## src/rtl/tremolo_mod.sv

```systemverilog
// tremolo_mod: amplitude-modulation stage driven by an external triangle LFO.
// Scales a streaming signed sample by gain = 2^N - ((depth*lfo_wav) >> N),
// through a two-stage valid/ready pipeline, and paces the LFO via lfo_nxt.
//
// Ports:
//   clk, rst        clock, asynchronous active-high reset
//   en              effect enable (low = unity-gain bypass, LFO paused)
//   rate            accepted samples per LFO step (0 behaves as 1)
//   depth           modulation depth (0 = no modulation)
//   lfo_en, lfo_nxt enable / one-cycle step strobe to tri_wave_gen
//   lfo_wav         current LFO value from tri_wave_gen
//   s_valid/s_ready/s_data   input sample stream
//   m_valid/m_ready/m_data   output sample stream
module tremolo_mod #(
    parameter int unsigned DW = 24,
    parameter int unsigned N  = 8,
    parameter int unsigned RW = 16
) (
    input  logic          clk,
    input  logic          rst,
    input  logic          en,
    input  logic [RW-1:0] rate,
    input  logic [N-1:0]  depth,
    output logic          lfo_en,
    output logic          lfo_nxt,
    input  logic [N-1:0]  lfo_wav,
    input  logic          s_valid,
    output logic          s_ready,
    input  logic [DW-1:0] s_data,
    output logic          m_valid,
    input  logic          m_ready,
    output logic [DW-1:0] m_data
);

    localparam int unsigned PW = DW + N + 2;
    localparam logic [N:0]  UNITY = {1'b1, {N{1'b0}}};

    logic                 v1_q, v1_d;
    logic signed [DW-1:0] d1_q, d1_d;
    logic [N:0]           g1_q, g1_d;
    logic                 v2_q, v2_d;
    logic [DW-1:0]        d2_q, d2_d;
    logic [RW-1:0]        cnt_q, cnt_d;
    logic                 nxt_q, nxt_d;
    logic                 lfo_en_q, lfo_en_d;

    logic                 adv1_c, adv2_c, accept_c;
    logic [2*N-1:0]       att_prod_c;
    logic [N-1:0]         att_c;
    logic [N:0]           gain_c;
    logic signed [PW-1:0] prod_c;
    logic signed [PW-1:0] shifted_c;
    logic [RW-1:0]        rate_m1_c;

    // Handshake: a stage may load when it is empty or its successor moves.
    always_comb begin
        adv2_c   = !v2_q || m_ready;
        adv1_c   = !v1_q || adv2_c;
        accept_c = s_valid && adv1_c;
    end

    // Gain from the LFO value and depth seen at accept time.
    always_comb begin
        att_prod_c = (2*N)'(depth) * (2*N)'(lfo_wav);
        att_c      = att_prod_c[2*N-1:N];
        gain_c     = en ? (UNITY - (N+1)'(att_c)) : UNITY;
    end

    // Signed multiply; the gain is zero-extended so it stays positive.
    always_comb begin
        prod_c    = PW'(d1_q) * PW'($signed({1'b0, g1_q}));
        shifted_c = prod_c >>> N;
    end

    // Rate of 0 is treated as 1, i.e. a terminal count of 0.
    always_comb begin
        rate_m1_c = (rate == '0) ? '0 : rate - RW'(1);
    end

    // Next-state for pipeline, rate counter and LFO controls.
    always_comb begin
        v1_d     = v1_q;
        d1_d     = d1_q;
        g1_d     = g1_q;
        v2_d     = v2_q;
        d2_d     = d2_q;
        cnt_d    = cnt_q;
        nxt_d    = 1'b0;
        lfo_en_d = en;

        if (adv2_c) begin
            v2_d = v1_q;
            if (v1_q) begin
                d2_d = shifted_c[DW-1:0];
            end
        end

        if (adv1_c) begin
            v1_d = s_valid;
            if (s_valid) begin
                d1_d = s_data;
                g1_d = gain_c;
            end
        end

        if (!en) begin
            cnt_d = '0;
        end else if (accept_c) begin
            if (cnt_q >= rate_m1_c) begin
                cnt_d = '0;
                nxt_d = 1'b1;
            end else begin
                cnt_d = cnt_q + RW'(1);
            end
        end
    end

    always_ff @(posedge clk or posedge rst) begin
        if (rst) begin
            v1_q     <= 1'b0;
            d1_q     <= '0;
            g1_q     <= '0;
            v2_q     <= 1'b0;
            d2_q     <= '0;
            cnt_q    <= '0;
            nxt_q    <= 1'b0;
            lfo_en_q <= 1'b0;
        end else begin
            v1_q     <= v1_d;
            d1_q     <= d1_d;
            g1_q     <= g1_d;
            v2_q     <= v2_d;
            d2_q     <= d2_d;
            cnt_q    <= cnt_d;
            nxt_q    <= nxt_d;
            lfo_en_q <= lfo_en_d;
        end
    end

    assign s_ready = adv1_c;
    assign m_valid = v2_q;
    assign m_data  = d2_q;
    assign lfo_nxt = nxt_q;
    assign lfo_en  = lfo_en_q;

endmodule

```

## config.mk

```make
export PLATFORM = sky130hd
export DESIGN_NAME = tremolo_mod
export DESIGN_NICKNAME = d
export VERILOG_FILES = /design/src/rtl/tremolo_mod.sv
export SDC_FILE = /design/constraint.sdc
export NUM_CORES = 1
export LEC_CHECK = 0
export BUFFER_PORTS_ARGS = -buffer_cell sky130_fd_sc_hd__buf_2
export CAP_MARGIN = 20
export CORE_MARGIN = 2
export CORE_UTILIZATION = 55
export CTS_BUF_LIST = sky130_fd_sc_hd__clkbuf_16
export CTS_CLUSTER_DIAMETER = 30
export CTS_CLUSTER_SIZE = 12
export DETAILED_ROUTE_END_ITERATION = 10
export HOLD_SLACK_MARGIN = 0.06
export PLACE_DENSITY = 0.73
export SYNTH_ARGS = -nofsm -noshare
export SYNTH_HDL_FRONTEND = slang
export SYNTH_SLANG_ARGS = --single-unit
```

## constraint.sdc

```tcl
create_clock -name clk -period 7.9 [get_ports clk]
set_input_delay 1.185 -clock clk [delete_from_list [all_inputs] [get_ports clk]]
set_output_delay 1.185 -clock clk [all_outputs]
set_load 0.1 [all_outputs]
```

### Yosys cells after proc, flatten, opt, wreduce, memory -nomap -nowiden

Cells that the tools add are included.

* bits in latches: 0
* output and inout bits: 28
* memories: 0
* logic and storage cells: 31
* bits in writable memories: 0
* flip-flop bits (word level): 77
* ROM bits: 0

* mux-type cells: 8
* $add $sub $neg: 3
* bitwise operators: 0
* equal/unequal tests: 1
* shift operators: 0
* div/mod/pow operators: 0
* reductions and logical operators: 8
* $mul: 2
* $lt $le $gt $ge: 1

Operator list (count)
* $mux W16: 4
* $mul A24 B10 Y32: 1
* $add A16 B1 Y16 const B: 1
* $ge A16 B16 Y1: 1
* $logic_not A16 Y1: 1
* $mul A8 B8 Y16: 1
* $sub A16 B1 Y16 const B: 1
* $mux W9: 1
* $sub A9 B8 Y9 const A: 1
* $reduce_and A2 Y1: 2
* $mux W1: 3
* $logic_not A1 Y1: 2
* $logic_or A1 B1 Y1: 2
* $ne A2 B1 Y1 const B: 1
* $logic_and A1 B1 Y1: 1

### Depth between registers and ports, before layout

Gate-level depths: netlist (run 1).

* depth in word-level cells: 6
* gate-level depth with buffers: 23
* depth with buffers taken out: 21

### Least setup slack after synthesis (run 1)

Ideal clock, no wire load.

* path kind: in2reg
* start point: input port depth[2]
* end point: register g1_q[5]
* arrival time: 5.509 ns
* required time: 7.768 ns
* stages: 16
* path buffers: 0
* setup slack: 2.258 ns
* cells stage by stage: and2_1 fa_1 fa_1 fa_1 inv_1 fa_1 inv_1 ha_1 or2_1 or4_1 a21oi_1 a41oi_1 o311a_1 a311oi_2 xnor2_1 o31ai_2

* longest elaborated chain between the ends: 3

RTL lines
* from (decl): line 23 `input logic [N-1:0] depth,`
* $mul A8 B8 Y16: line 64 `att_prod_c = (2*N)'(depth) * (2*N)'(lfo_wav);`
* $sub A9 B8 Y9: line 66 `gain_c = en ? (UNITY - (N+1)'(att_c)) : UNITY;`
* $mux W9: line 66
* to (signal assigned): line 131 `g1_q <= g1_d;`
* to (decl): line 40 `logic [N:0] g1_q, g1_d;`

Every way passes these cells.
A chain may end at the register's enable or synchronous reset.

### Final worst setup path (run 1)

* start point: register g1_q[1]
* end point: register d2_q[16], in the netlist m_data[16]

* longest elaborated chain between the ends: 1

RTL lines
* $mul A24 B10 Y32: line 71 `prod_c = PW'(d1_q) * PW'($signed({1'b0, g1_q}));`
* to (signal assigned): line 124 `d2_q <= '0;`
* to (signal assigned): line 133 `d2_q <= d2_d;`
* to (decl): line 42 `logic [DW-1:0] d2_q, d2_d;`

Every way passes these cells.

==> results_dict.tcl, run 1 <==
set metrics [dict create \
    status "completed" \
    clkTransAtPathRegs_ns 0.07 \
    max_freq_ghz 0.163 \
    nets 1856 \
    ys_ff_latch 77 \
    r2r_start "g1_q[1]" \
    io_pins 89 \
    grt_util_met2_pct 42.2 \
    tightestPinTransition_ns 1.03 \
    gp_congestion 0.864 \
    overflow 0 \
    syn_to_final_growth_pct 6.78 \
    fillers 2026 \
    reg2reg_to "m_data[16]" \
    synth_edf_count 0 \
    syn_nets 1815 \
    syn_area_per_cell_sq_um 8.92 \
    firstDrtPassIters 5 \
    final_hold_viol_count 0 \
    ys_async_sr_fraction_pct 100 \
    rows 55 \
    drc 0 \
    hold_buffers 0 \
    hp-start "m_data[7]" \
    arrival_ns 6.39 \
    r2r_setup_slack_ns 1.76 \
    rsz0062_at_grt "false" \
    cp-end-kind "register" \
    synthCells 1431 \
    wl_per_cell_um 15.4 \
    synth_seq_area_share_pct 15.1 \
    cts_max_level 3 \
    setup_viol 0 \
    antenna_found_initial 0 \
    grt_pass1_wl_mm 47.5 \
    ctsLongestPathBuffers 2 \
    cts_tree "yes" \
    yosysMostFrequentCell "nand2_1" \
    synth.cell_area_sq_um 12800 \
    place_hpwl_mm 21.3 \
    finalWirelength_mm 27.1 \
    worstSetupStartpointType "register" \
    cp.required_ns 8.15 \
    slew_headroom_pct 31.0 \
    synth_cell_type_count 64 \
    clkLatencyLatePin_ns 0.35 \
    grt_max_degree 78 \
    diodes 0 \
    post-cts-setup-buffer-count 0 \
    start_util_pct 56.2 \
    grt_use_total_pct 24.3 \
    whs_endpoint "m_data[7]" \
    io_buffers 88 \
    postLayoutSetupSlackWorst_ns 1.76 \
    clock-sinks 77 \
    cts-root-buf "clkbuf_16" \
    cts_resized 0 \
    detailedPlace.worstSlack_ns 1.80 \
    fin_crit_sh_pct 77.7 \
    worst-setup-path-type "reg -> reg" \
    seq_area_sq_um 1930 \
    drt_iter0_markers 471 \
    grt-busiest-layer "met2" \
    via_count 9464 \
    met1_usage_pct 31.8 \
    coreArea_sq_um 22700 \
    period_minus_slack_ns 6.14 \
    reg2regPathDepth 20 \
    met3_usage_pct 4.15 \
    cts_buffers 9 \
    drive_gt1_share_pct 8.26 \
    min_path_type "reg -> reg" \
    slew_viol_final 0 \
    synth.area.top_cells "fa_1, dfrtp_1, ha_1, and2_1, nand2_1" \
    die_h_um 156 \
    grt_pass1_vias 10051 \
    die_area_sq_um 24400 \
    vias_per_cell 5.37 \
    tns_ns 0 \
    yosys.area.top_type "fa_1" \
    crit_fanout 25 \
    maxCapViolations 0 \
    synth_top_area_share_pct 32.2 \
    die_w_um 156 \
    synth_warnings 0 \
    skew_ns 0.0149 \
    synth_ff_type "dfrtp_1" \
    ant_nets 0 \
    holdPathStages 2 \
    synth_commonest_cells "nand2_1, inv_1, fa_1" \
    multi_input_area_sq_um 9700 \
]
==> kinds of logic after synthesis <==
group           synth area share, %
fa+ha+maj                      43.7
buf+inv                        8.85
mux                           0.343
xor+xnor                       3.56
flops                          15.1
simple gates                   20.6
compound gates                 7.77
==> flip-flops by register name, summed over array words and instances, names as in the netlist <==
signal	count
lfo_nxt	1
g1_q	9
v1_q	1
cnt_q	16
m_valid	1
m_data	24
d1_q	24
lfo_en	1
==> routing by layer <==
metal	share of wire (%)	wire, um
met1	45	12100
met4	1.7	469
met5	0	0
met2	48	13000
met3	5.4	1470
==> through the flow <==
| stage | std cells | hold WS [ns] | util (%) | area (sq um) |
|---|---|---|---|---|
| 2_1_floorplan | 1431 | 0.457 | - | 12800 |
| 3_3_place_gp | 1745 | 0.458 | 58.7 | 13300 |
| 3_5_place_dp | 1745 | 0.466 | 58.7 | 13300 |
| 4_1_cts | 1761 | 0.481 | 59.9 | 13600 |
| 5_1_grt | 1762 | 0.496 | 60.0 | 13600 |
| 6_report | 1762 | 0.476 | 60.0 | 13600 |
==> critical path, cell delays in order, from the launching register on <==
cell and delay (ns):
dfrtp_1 0.93, nand2_1 0.19, fa_1 0.58, inv_1 0.05, fa_1 0.50, inv_1 0.06
fa_1 0.52, inv_1 0.05, fa_1 0.47, inv_1 0.05, fa_1 0.47, inv_1 0.04
ha_1 0.31, nand4_1 0.09, nor2_1 0.15, o311ai_1 0.20, a311oi_2 0.52, nor3_1 0.15
o311ai_2 0.35, xor2_1 0.10, mux2_2 0.26
==> worst max path at each step <==
stage,startpoint,depth (start not counted),to
after global routing,g1_q[1],21,m_data[17]
after global placement,g1_q[1],20,m_data[16]
final,g1_q[1],20,m_data[16]
after CTS,g1_q[1],20,m_data[16]
after detailed placement,g1_q[1],20,m_data[16]
after floorplan,depth[2],16,g1_q[5]
==> layout by cell type (no fill, tap or decap), types with 10 or more instances in the layout <==
master | Yosys | final
a21o_1 | 22 | 22
a21oi_1 | 25 | 25
and2_1 | 171 | 171
and3_1 | 11 | 11
buf_2 | 2 | 88
dfrtp_1 | 77 | 77
fa_1 | 205 | 205
ha_1 | 118 | 118
inv_1 | 233 | 233
nand2_1 | 251 | 251
nor2_1 | 29 | 29
nor3_1 | 13 | 13
nor3b_1 | 10 | 10
o21ai_0 | 50 | 50
xnor2_1 | 29 | 29
xor2_1 | 21 | 21
==> area by class of cell <==
type                            count  share of cell area, %
Timing Repair Buffer               92                   3.60
Multi-Input combinational cell   1059                   71.2
Inverter                          233                   6.43
Clock buffer                        9                   1.65
Sequential cell                    77                   14.1
Clock inverter                      7                  0.349
Tap cell                          285                   2.62
Power of run 1 is left out: the tool's default activity adds up to more than one toggle a clock period on the data nets, which glitch-free logic cannot reach.
==> inputs of run 2 (changes only) <==
--- a/config.mk
+++ b/config.mk
@@ -5,6 +5,7 @@
 export SDC_FILE = /design/constraint.sdc
 export NUM_CORES = 1
 export LEC_CHECK = 0
+export ABC_AREA = 1
 export BUFFER_PORTS_ARGS = -buffer_cell sky130_fd_sc_hd__buf_2
 export CAP_MARGIN = 20
 export CORE_MARGIN = 2
@@ -14,7 +15,7 @@
 export CTS_CLUSTER_SIZE = 12
 export DETAILED_ROUTE_END_ITERATION = 10
 export HOLD_SLACK_MARGIN = 0.06
-export PLACE_DENSITY = 0.73
+export PLACE_DENSITY = 0.75
 export SYNTH_ARGS = -nofsm -noshare
 export SYNTH_HDL_FRONTEND = slang
 export SYNTH_SLANG_ARGS = --single-unit
==> constraint.sdc (replaced) <==
create_clock -name clk -period 5 [get_ports clk]
set_input_delay 0.75 -clock clk [delete_from_list [all_inputs] [get_ports clk]]
set_output_delay 0.75 -clock clk [all_outputs]
set_load 0.1 [all_outputs]
==> run 2 against run 1 <==
Against the previous run:
- register-to-register slack got worse by 1.7 ns
- flip-flop and latch count unchanged
- non-clock buffer count increased by 163
- critical path depth increased by 1
- synthesized area increased by 11%
- critical path type unchanged
- clock-buffer cell count unchanged
- final cell count increased by 41%
- critical endpoint is now m_data[15]
- worst setup slack got worse by 1.7 ns
- first-iteration DRC count increased by 59%
- sequential share of layout area decreased by 2.7 points
- cell area increased by 25%
- clock skew increased by 0.0033 ns
==> results_dict.tcl, run 2 <==
set metrics [dict create \
    cts_max_level 3 \
    fin_util_pct 67.3 \
    instances_no_fill 2483 \
    grt_use_total_pct 26.9 \
    clock-sinks 77 \
    fillers 2101 \
    postLayoutSetupSlackWorst_ns 0.0372 \
    crit_fanout 5 \
    synth_edf_count 0 \
    via_count 12937 \
    die_w_um 164 \
    period_minus_slack_ns 4.96 \
    worst-setup-path-type "reg -> reg" \
    grt_max_degree 48 \
    clkTransAtPathRegs_ns 0.08 \
    yosys.area.top_type "fa_1" \
    final_hold_viol_count 0 \
    setup_viol 0 \
    syn_to_final_growth_pct 20.0 \
    dp_cells 2441 \
    drc 0 \
    final_common_cell "nand2_1" \
    syn_nets 2338 \
    tightestPinTransition_ns 0.795 \
    fin_crit_sh_pct 99.3 \
    diodes 0 \
    tns_ns 0 \
    synth_ff_type "dfrtp_1" \
    grt_pass1_vias 13064 \
    cts-root-buf "clkbuf_16" \
    ant_nets 0 \
    ctsLongestPathBuffers 2 \
    arrival_ns 5.25 \
    io_buffers 88 \
    skew_ns 0.0182 \
    cts_tree "yes" \
    status "completed" \
    syn_area_per_cell_sq_um 7.24 \
    synth.area.top_cells "fa_1, nand2_1, dfrtp_1, inv_1, ha_1" \
    hold_buffers 0 \
    wl_per_cell_um 14.5 \
    min_path_type "in -> async" \
    overflow 0 \
    coreArea_sq_um 25300 \
    detailedPlace.worstSlack_ns -0.214 \
    drt_iter0_markers 748 \
    gp_congestion 0.924 \
    yosysMostFrequentCell "nand2_1" \
    maxCapViolations 0 \
    die_h_um 164 \
    antenna_found_initial 0 \
    cp.required_ns 5.29 \
    slew_headroom_pct 46.8 \
    io_pins 89 \
    nets 2532 \
    ys_ff_latch 77 \
    grt_pass1_wl_mm 58.5 \
    finalWirelength_mm 36.1 \
    synth_commonest_cells "nand2_1, inv_1, fa_1" \
    rows 58 \
    synthCells 1954 \
    cp-end-kind "register" \
    cts_buffers 9 \
    rsz0062_at_grt "true" \
    ys_async_sr_fraction_pct 100 \
    place_hpwl_mm 28.8 \
    max_freq_ghz 0.201 \
    synth_seq_area_share_pct 13.6 \
    synth_cell_type_count 51 \
    vias_per_cell 5.21 \
    synth.cell_area_sq_um 14200 \
    die_area_sq_um 27000 \
    firstDrtPassIters 7 \
    synth_top_area_share_pct 29.0 \
    worstSetupStartpointType "register" \
    clkLatencyLatePin_ns 0.37 \
    final_cell_mix "nand2_1, inv_1, fa_1" \
    synth_warnings 0 \
    start_util_pct 56.0 \
    drive_gt1_share_pct 20.4 \
    slew_viol_final 0 \
]
[run 2: repair_timing]
item                       in CTS  in global routing
resized for setup              10                157
pin swaps                       0                 57
setup buffers                   6                 19
setup endpoints to repair      19                 20
cloned                          0                  1
[run 2: final timing paths]
check                                 from          to  slack [ns]  depth (start not counted)
worst max-delay path               g1_q[4]  m_data[15]        0.04                         21
worst min register to register  m_data[13]  m_data[13]        0.48                          2
worst max register to register     g1_q[4]  m_data[15]        0.04                         21
worst min-delay path                   rst  m_data[22]        0.42                          2
min in group clk                m_data[13]  m_data[13]        0.48                          2
max in group asynchronous              rst    d1_q[10]        3.50                          3
[run 2: area by class of cell]
cell class | instances | area, sq um | share of cell area [%]
Timing Repair Buffer | 255 | 1850 | 10.9
Inverter | 491 | 1840 | 10.9
Multi-Input combinational cell | 1314 | 10700 | 62.8
Sequential cell | 77 | 1940 | 11.4
Clock inverter | 7 | 42.5 | 0.250
Tap cell | 330 | 413 | 2.43
Clock buffer | 9 | 225 | 1.33
[run 2: metrics by stage]
step / instance area [sq um] / hold slack [ns]
floorplan: 14200 / 0.499
global placement: 15900 / 0.462
detailed placement: 15900 / 0.460
CTS: 16200 / 0.451
global route: 17000 / 0.485
finish: 17000 / 0.423
[run 2: worst max-delay path: stages, from the launching register on]
cell and delay [ns]:
dfrtp_2 0.44, buf_12 0.15, buf_4 0.14, nand2_1 0.07
inv_1 0.07, fa_1 0.51, fa_1 0.57, fa_1 0.43
fa_1 0.50, inv_1 0.08, fa_1 0.49, inv_1 0.06
ha_4 0.28, nand2_1 0.09, nor2_2 0.12, inv_1 0.08
nor3_1 0.14, buf_4 0.16, nand3_1 0.14, nand3_2 0.11
nor2_1 0.05, o31ai_2 0.19
[run 2: cells by family (layout without fill, tap and decap cells)]
group                      Yosys count  count (layout)  share of synthesized area, %
xor gates and xnor gates            31              31                          1.92
DFF                                 77              77                          13.6
and+or+nand+nor                    805             805                          23.9
AOI/OAI and AO/OA                  155             155                          6.09
adders and majority gates          323             323                          39.4
buffers and inverters              563             762                          15.0
[run 2: per-layer routing]
layer	track usage, %	up-vias	share of wire [%]
li1	-	6164	-
met1	31.5	6284	40
met2	50.3	385	52
met3	3.11	104	4.3
met4	10.2	0	3.6
met5	0	-	0
Power of run 2 is left out for the same reason.
